===== config.mk =====
export PLATFORM = sky130hd
export DESIGN_NAME = cla_pipe_adder
export DESIGN_NICKNAME = d
export VERILOG_FILES = /design/src/rtl/cla_pkg.sv /design/src/rtl/cla_group_unit.sv /design/src/rtl/cla_pipe_adder.sv
export SDC_FILE = /design/constraint.sdc
export NUM_CORES = 1
export LEC_CHECK = 0
export CORE_MARGIN = 2
export CORE_UTILIZATION = 45
export CTS_BUF_LIST = sky130_fd_sc_hd__clkbuf_8
export DETAILED_ROUTE_END_ITERATION = 16
export PLACE_DENSITY = 0.7
export SLEW_MARGIN = 20
export SYNTH_ARGS = -nofsm -noshare
export SYNTH_HDL_FRONTEND = slang
export SYNTH_SLANG_ARGS = --single-unit

===== constraint.sdc =====
create_clock -name clk -period 1.6 [get_ports clk]
set_input_delay 0.24 -clock clk [delete_from_list [all_inputs] [get_ports clk]]
set_output_delay 0.24 -clock clk [all_outputs]
set_load 0.1 [all_outputs]

===== src/rtl/cla_pkg.sv =====
// Shared types and helpers for the pipelined carry-lookahead adder.
// Default geometry: 8-bit operands in 4-bit lookahead groups.
package cla_pkg;

   localparam int unsigned CLA_WIDTH = 8;
   localparam int unsigned CLA_GROUP = 4;
   localparam int unsigned NGRP      = CLA_WIDTH / CLA_GROUP;

   typedef struct packed {
      logic [CLA_WIDTH-1:0] g;
      logic [CLA_WIDTH-1:0] p;
      logic [CLA_WIDTH-1:0] t;
      logic                 cin;
   } s1_t;

   // Returns {G, P} for one group; G is the group carry-out assuming zero carry-in.
   function automatic logic [1:0] grp_gp(input logic [CLA_GROUP-1:0] g,
                                         input logic [CLA_GROUP-1:0] p);
      logic gg;
      logic pp;
      gg = 1'b0;
      pp = 1'b1;
      for (int unsigned i = 0; i < CLA_GROUP; i++) begin
         gg = g[i] | (p[i] & gg);
         pp = pp & p[i];
      end
      return {gg, pp};
   endfunction

endpackage


===== src/rtl/cla_group_unit.sv =====
// One GROUP-bit lookahead block: group generate/propagate plus the carry
// into each bit of the group given the group carry-in.
module cla_group_unit
   import cla_pkg::*;
(
   input  logic [CLA_GROUP-1:0] g,
   input  logic [CLA_GROUP-1:0] p,
   input  logic                 c_in,
   output logic                 grp_g,
   output logic                 grp_p,
   output logic [CLA_GROUP-1:0] carry
);

   logic c_run;

   always_comb begin
      {grp_g, grp_p} = grp_gp(g, p);
      c_run = c_in;
      carry = '0;
      for (int unsigned i = 0; i < CLA_GROUP; i++) begin
         carry[i] = c_run;
         c_run    = g[i] | (p[i] & c_run);
      end
   end

endmodule


===== src/rtl/cla_pipe_adder.sv =====
// Two-stage pipelined block carry-lookahead adder with valid/ready on both sides.
// Define CLA_OVF_EN to add the registered signed-overflow output ovf.
module cla_pipe_adder
   import cla_pkg::*;
#(
   parameter int unsigned WIDTH = CLA_WIDTH,
   parameter int unsigned GROUP = CLA_GROUP
) (
   input  logic                     clk,
   input  logic                     rst_n,
   input  logic                     in_valid,
   output logic                     in_ready,
   input  logic [WIDTH-1:0]         a,
   input  logic [WIDTH-1:0]         b,
   input  logic                     cin,
   output logic                     out_valid,
   input  logic                     out_ready,
   output logic [WIDTH-1:0]         sum,
   output logic                     cout,
   output logic [WIDTH/GROUP-1:0]   grp_g,
   output logic [WIDTH/GROUP-1:0]   grp_p
`ifdef CLA_OVF_EN
   ,
   output logic                     ovf
`endif
);

   localparam int unsigned NG = WIDTH / GROUP;

   if (WIDTH % GROUP != 0) begin : g_chk_mult
      $fatal(1, "cla_pipe_adder: WIDTH (%0d) must be a multiple of GROUP (%0d)", WIDTH, GROUP);
   end
   // Stage-1 struct and group function are sized by the package geometry.
   if (WIDTH != CLA_WIDTH || GROUP != CLA_GROUP || NG != NGRP) begin : g_chk_pkg
      $fatal(1, "cla_pipe_adder: WIDTH/GROUP must match cla_pkg geometry");
   end

   s1_t  s1_q;
   logic s1_valid;
   logic s2_valid;
   logic s1_load;
   logic s2_adv;

   assign s2_adv    = s1_valid && (!s2_valid || out_ready);
   assign in_ready  = !s1_valid || s2_adv;
   assign s1_load   = in_valid && in_ready;
   assign out_valid = s2_valid;

   always_ff @(posedge clk or negedge rst_n) begin
      if (!rst_n) begin
         s1_valid <= 1'b0;
         s1_q     <= '0;
      end else if (s1_load) begin
         s1_valid <= 1'b1;
         s1_q     <= '{g: a & b, p: a | b, t: a ^ b, cin: cin};
      end else if (s2_adv) begin
         s1_valid <= 1'b0;
      end
   end

   logic [NG-1:0]    grp_gen;
   logic [NG-1:0]    grp_prop;
   logic [NG:0]      grp_c;
   logic [GROUP-1:0] unit_c [NG];
   logic [WIDTH:0]   c;

   for (genvar k = 0; k < NG; k++) begin : g_grp
      cla_group_unit u_grp (
         .g     (s1_q.g[k*GROUP +: GROUP]),
         .p     (s1_q.p[k*GROUP +: GROUP]),
         .c_in  (grp_c[k]),
         .grp_g (grp_gen[k]),
         .grp_p (grp_prop[k]),
         .carry (unit_c[k])
      );
   end

   // Group carries come only from G/P, so the per-bit carries in each unit never loop back.
   always_comb begin
      grp_c    = '0;
      grp_c[0] = s1_q.cin;
      for (int unsigned k = 0; k < NG; k++) begin
         grp_c[k+1] = grp_gen[k] | (grp_prop[k] & grp_c[k]);
      end
   end

   always_comb begin
      c        = '0;
      c[WIDTH] = grp_c[NG];
      for (int unsigned k = 0; k < NG; k++) begin
         for (int unsigned i = 0; i < GROUP; i++) begin
            c[k*GROUP + i] = unit_c[k][i];
         end
      end
   end

   always_ff @(posedge clk or negedge rst_n) begin
      if (!rst_n) begin
         s2_valid <= 1'b0;
         sum      <= '0;
         cout     <= 1'b0;
         grp_g    <= '0;
         grp_p    <= '0;
`ifdef CLA_OVF_EN
         ovf      <= 1'b0;
`endif
      end else if (s2_adv) begin
         s2_valid <= 1'b1;
         sum      <= s1_q.t ^ c[WIDTH-1:0];
         cout     <= c[WIDTH];
         grp_g    <= grp_gen;
         grp_p    <= grp_prop;
`ifdef CLA_OVF_EN
         ovf      <= c[WIDTH-1] ^ c[WIDTH];
`endif
      end else if (out_ready) begin
         s2_valid <= 1'b0;
      end
   end

endmodule


# [Word level (Yosys, flattened, before mapping)]
# Cells that the tools add are included.
[word_totals] in_bits=21 output_inout_bits=15 regBits=40
[op_classes] n_reduce_logical=8 mux=4 bitwise=38
[op_table] operator="1-bit AND" n=20
[op_table] operator="8-bit bitwise XOR" n=2
[op_table] operator="1-bit OR" n=14
[op_table] operator="8-bit AND" n=1
[op_table] operator="8-bit OR" n=1
[op_table] operator="1-bit two-way mux" n=4
[op_table] operator="2-bit nonzero test" n=2
[op_table] operator="1-bit logical AND" n=2
[op_table] operator="1-bit zero test" n=2
[op_table] operator="1-bit logical OR" n=2

# [Depth between registers and ports, before layout]
[logic_depth] ltp_word=14 depth_mapped=7 depth_no_buf=4

# [Modules after synthesis]
# A second synthesis with hierarchy kept.
[unflattened] cells_unflattened=160 area_unflattened_um2=2015.7
[by_module_without_submodules] module="cla_pipe_adder" seq_area_each_um2=1001.0 instances=1 cells_each=138 area_each_um2=1885.6
[by_module_without_submodules] module="cla_group_unit" seq_area_each_um2=0.0 instances=2 cells_each=11 area_each_um2=65.1

# [Least setup slack after synthesis]
# Ideal clock, no wire load.
[synth_timing] path_kind="register to register" from="reg s2_valid (netlist: out_valid)" to="reg s1_q[4] in the netlist's numbering" path_buffers=1 arrival_ns=3.028 stages_incl_launch_ff=5 setup_time_ns=0.125 slack_ns=-1.553 path_cell_list="dfrtp_1 > nand3b_1 > nand2_1 > buf_2 > mux2_2"
[synth_between] elab_chain_cells=5
[synth_lines] element="start, declared" line_no="cla_pipe_adder.sv:40" text="logic s2_valid;"
[synth_lines] element="start signal, assigned" line_no="cla_pipe_adder.sv:99" text="s2_valid <= 1'b0;"
[synth_lines] element="start signal, assigned" line_no="cla_pipe_adder.sv:108" text="s2_valid <= 1'b1;"
[synth_lines] element="start signal, assigned" line_no="cla_pipe_adder.sv:117" text="s2_valid <= 1'b0;"
[synth_lines] element="1-bit zero test" line_no="cla_pipe_adder.sv:44" text="assign s2_adv = s1_valid && (!s2_valid || out_ready);"
[synth_lines] element="1-bit logical OR" line_no="cla_pipe_adder.sv:44"
[synth_lines] element="1-bit logical AND" line_no="cla_pipe_adder.sv:44"
[synth_lines] element="1-bit logical OR" line_no="cla_pipe_adder.sv:45" text="assign in_ready = !s1_valid || s2_adv;"
[synth_lines] element="net in_ready" line_no="cla_pipe_adder.sv:12" text="output logic in_ready,"
[synth_lines] element="1-bit logical AND" line_no="cla_pipe_adder.sv:46" text="assign s1_load = in_valid && in_ready;"
[synth_lines] element="end signal, assigned" line_no="cla_pipe_adder.sv:55" text="s1_q <= '{g: a & b, p: a | b, t: a ^ b, cin: cin};"
[synth_lines] element="end, declared" line_no="cla_pipe_adder.sv:38" text="s1_t s1_q;"
# The timed path passes the listed nets, and every way through them passes these cells.
# A chain may end at the register's enable or synchronous reset.

# [Worst setup path in the final report]
[layout_timing] from="reg s1_q[12] in the netlist's numbering" to="reg sum[5]"
[layout_between] elab_chain_cells=6
[layout_lines] element="1-bit AND, on equally long branches" line_no="cla_pkg.sv:24, cla_pkg.sv:25"
[layout_lines] element="1-bit OR or 1-bit AND (tied branches)" line_no="cla_pkg.sv:24, cla_pipe_adder.sv:83"
[layout_lines] element="1-bit OR (*)" line_no="cla_pipe_adder.sv:83" text="grp_c[k+1] = grp_gen[k] | (grp_prop[k] & grp_c[k]);"
[layout_lines] element="1-bit AND (*)" line_no="cla_group_unit.sv:22" text="c_run = g[i] | (p[i] & c_run);"
[layout_lines] element="1-bit OR (*)" line_no="cla_group_unit.sv:22"
[layout_lines] element="8-bit bitwise XOR (*)" line_no="cla_pipe_adder.sv:109" text="sum <= s1_q.t ^ c[WIDTH-1:0];"
[layout_lines] element="end signal, assigned" line_no="cla_pipe_adder.sv:109"
[layout_lines] element="end, declared" line_no="cla_pipe_adder.sv:18" text="output logic [WIDTH-1:0] sum,"
# Every way passes the cells marked *; elsewhere a longest branch is shown, timed or not.

==> impl_metrics.env <==
export IMPL_syn_avg_cell_area_um2=10.8
export IMPL_synth_area_leaders="dfrtp_1, mux2_2, ha_1"
export IMPL_netlist_area_um2=2060
export IMPL_viasPerCell=5.20
export IMPL_rsz0062_at_grt="no"
export IMPL_worstMarginPinSlew_ns=0.344
export IMPL_synth_cell_types=39
export IMPL_period_needed_ns=1.52
export IMPL_antenna_left=0
export IMPL_die_area_um2=5130
export IMPL_finalClockSkew_ns=0.00346
export IMPL_drv_cap=0
export IMPL_critical_path_class="reg2reg"
export IMPL_drt_pass1_iterations=4
export IMPL_grt_pass1_wl_mm=6.56
export IMPL_port_buffers=35
export IMPL_postSynthCellCount=190
export IMPL_gr_total_overflow=0
export IMPL_synth_seq_cells=40
export IMPL_grtUsageTotal_pct=16.2
export IMPL_worst_setup_path_start_kind="flip-flop"
export IMPL_clock_sinks=40
export IMPL_antenna_cells=0
export IMPL_cts_tree="yes"
export IMPL_p_leak_nw=1.33
export IMPL_crit_chain="nand4_2, o221a_4, or4b_4, o211ai_2"
export IMPL_drcViolationCount=0
export IMPL_fillCellCount=333
export IMPL_crit_arrival_ns=1.74
export IMPL_io_pins=36
export IMPL_cp_end_kind="flip-flop"
export IMPL_syn2layout_area_growth_pct=36.5
export IMPL_fin_util_pct=64.0
export IMPL_critPathBufInv=0
export IMPL_drive_gt1_share_pct=26.2
export IMPL_hp_class="in2async"
export IMPL_ys_flop_type="dfrtp_1"
export IMPL_rr_worst_depth=4
export IMPL_critical_path_max_stage_delay_ns=0.48
export IMPL_synth_edf_count=0
export IMPL_fin_crit_sh_pct=94.9
export IMPL_grt_pass1_vias=1448
export IMPL_core_area_um2=4380
export IMPL_slowest_stage="or4b_4"
export IMPL_crit_required_ns=1.82
export IMPL_setup_violations_final=0
export IMPL_critPathMaxFanout=4
export IMPL_antenna_found_initial=0
export IMPL_status="finished clean"
export IMPL_peakVddDrop_mv=0.615
export IMPL_wl_per_cell_um=12.7
export IMPL_routed_wl_mm=3.66
export IMPL_fmax_mhz=659
export IMPL_vias=1502
export IMPL_h_tree_depth=2
export IMPL_clk_pin_slew_worst_paths_ns=0.07
export IMPL_gp_congestion=0.854
export IMPL_clock_latency_ns=0.29
export IMPL_start_util_pct=46.9
export IMPL_seq_area_frac_synth_pct=48.7
export IMPL_path_depth=4
export IMPL_root_buffer="clkbuf_8"
export IMPL_maxSlewViolCount=0
export IMPL_hold_viol=0
export IMPL_yosys_area_top_type="dfrtp_1"
export IMPL_die_h_um=71.6
export IMPL_hpwlAfterDp_mm=2.80
export IMPL_total_power_mw=4.05
export IMPL_slew_headroom_pct=76.8
export IMPL_ys_async_sr_fraction_pct=100
export IMPL_cts_path_max_buffers=2
export IMPL_syn_nets=227
export IMPL_p_per_area_nw_per_um2=1440
export IMPL_grt_max_degree=41
export IMPL_die_x_um=71.6
export IMPL_numCtsBuffers=5
export IMPL_crit_family="simple AND/OR/NAND/NOR gates"
export IMPL_dr_first_iter_drc_count=88
export IMPL_nNetsFinal=273
export IMPL_synth_top_area_share_pct=48.7
export IMPL_rows=24
export IMPL_ys_warn_count=0
export IMPL_post_cts_setup_buffer_count=0
[registers in the layout, summed over array words and instances, names as in the netlist]
name	count
cout	1
out_valid	1
s1_q	24
s1_valid	1
grp_c	1
grp_g	2
grp_p	2
sum	8
[Yosys cell counts (2+ instances only)]
library cell / number
nand4b_1: 2
xnor2_1: 3
buf_2: 4
nand2b_1: 2
nand2_1: 20
inv_1: 22
a21oi_1: 8
nand4_1: 2
dfrtp_1: 40
ha_1: 16
o21ai_0: 18
nand3_1: 3
nor2b_1: 2
nor4_1: 2
nor2_1: 3
mux2_2: 20
[layout by cell type (no fill, tap or decap), types with 2 or more instances in the layout]
cell type        netlist  routed
inv_1                 22      23
xnor2_1                3       3
mux2_2                20      18
o21ai_0               18      18
mux2_4                 0       2
nor2b_1                2       2
buf_4                  1       8
ha_1                  16      16
dfrtp_1               40      38
nor2_1                 3       3
nand3_1                3       3
nand2_2                1       2
clkbuf_8               0       6
nor4_1                 2       2
a21oi_1                8       8
buf_12                 0      17
nand2b_1               2       2
nand4_1                2       2
nand2_1               20      19
nand4b_1               2       2
clkdlybuf4s50_1        0      19
[metrics by stage]
step | instance area, um2 | setup WS, ns | hold WS (ns) | setup TNS [ns] | std cells
after floorplan | 2080 | -0.908 | -0.0556 | -21.32 | 190
after global placement | 2690 | -0.0302 | 0.222 | -0.286 | 280
after detailed placement | 2690 | -0.0425 | 0.222 | -0.479 | 280
after CTS | 2800 | 0.0341 | 0.440 | 0 | 289
after global routing | 2810 | 0.0428 | 0.470 | 0 | 289
final | 2810 | 0.0815 | 0.446 | 0 | 289
[power by group]
part           leakage [nW]  switching (mW)  internal, mW  total, mW
Sequential            0.483           0.225          1.22       1.45
Clock                0.0486           0.348         0.344      0.692
Combinational         0.796            1.15         0.756       1.91
Total                  1.33            1.72          2.32       4.05
[tightest hold or removal path: cells and delay by family]
kind / cells / cell delay (ns)
buf+inv: 3 / 0.86
[layer usage]
layer / global-route usage [%] / share of wire (%)
met2: 24.8 / 44
met4: 5.03 / 1.6
met3: 3.80 / 3.8
met5: 0 / 0
met1: 23.1 / 50
[final timing paths]
check                          from         to  slack (ns)
setup / recovery           s1_q[12]     sum[5]        0.08
max in group asynchronous     rst_n  out_valid        0.94
setup reg to reg           s1_q[12]     sum[5]        0.08
hold reg to reg            s1_q[20]   s1_q[20]        0.53
hold / removal                rst_n   s1_q[15]        0.45
min in group clk           s1_q[20]   s1_q[20]        0.53
[cell type report]
class | count | area (um2) | area share (%)
Clock buffer | 6 | 82.6 | 2.94
Clock inverter | 2 | 11.3 | 0.401
Inverter | 22 | 82.6 | 2.94
Multi-Input combinational cell | 121 | 952 | 33.9
Sequential cell | 40 | 1010 | 35.9
Tap cell | 52 | 65.1 | 2.32
Timing Repair Buffer | 46 | 606 | 21.6
[what timing repair did]
action | in CTS | in global routing
hold buffers | 1 | 0
resized for setup | 0 | 2
endpoints found under the setup margin | 0 | 2
hold endpoints to repair | 40 | 0
[logic make-up (layout without fill, tap and decap cells)]
kind of cell	Yosys count	after routing	share of synthesized area, %
DFF	40	40	48.7
AOI/OAI and AO/OA	37	37	11.6
and+or+nand+nor	44	44	11.6
muxes	20	20	11.0
buffers and inverters	29	76	5.78
adders and majority gates	16	16	9.74
xor gates and xnor gates	4	4	1.70
Note: power is estimated with default switching activity, not from simulation.
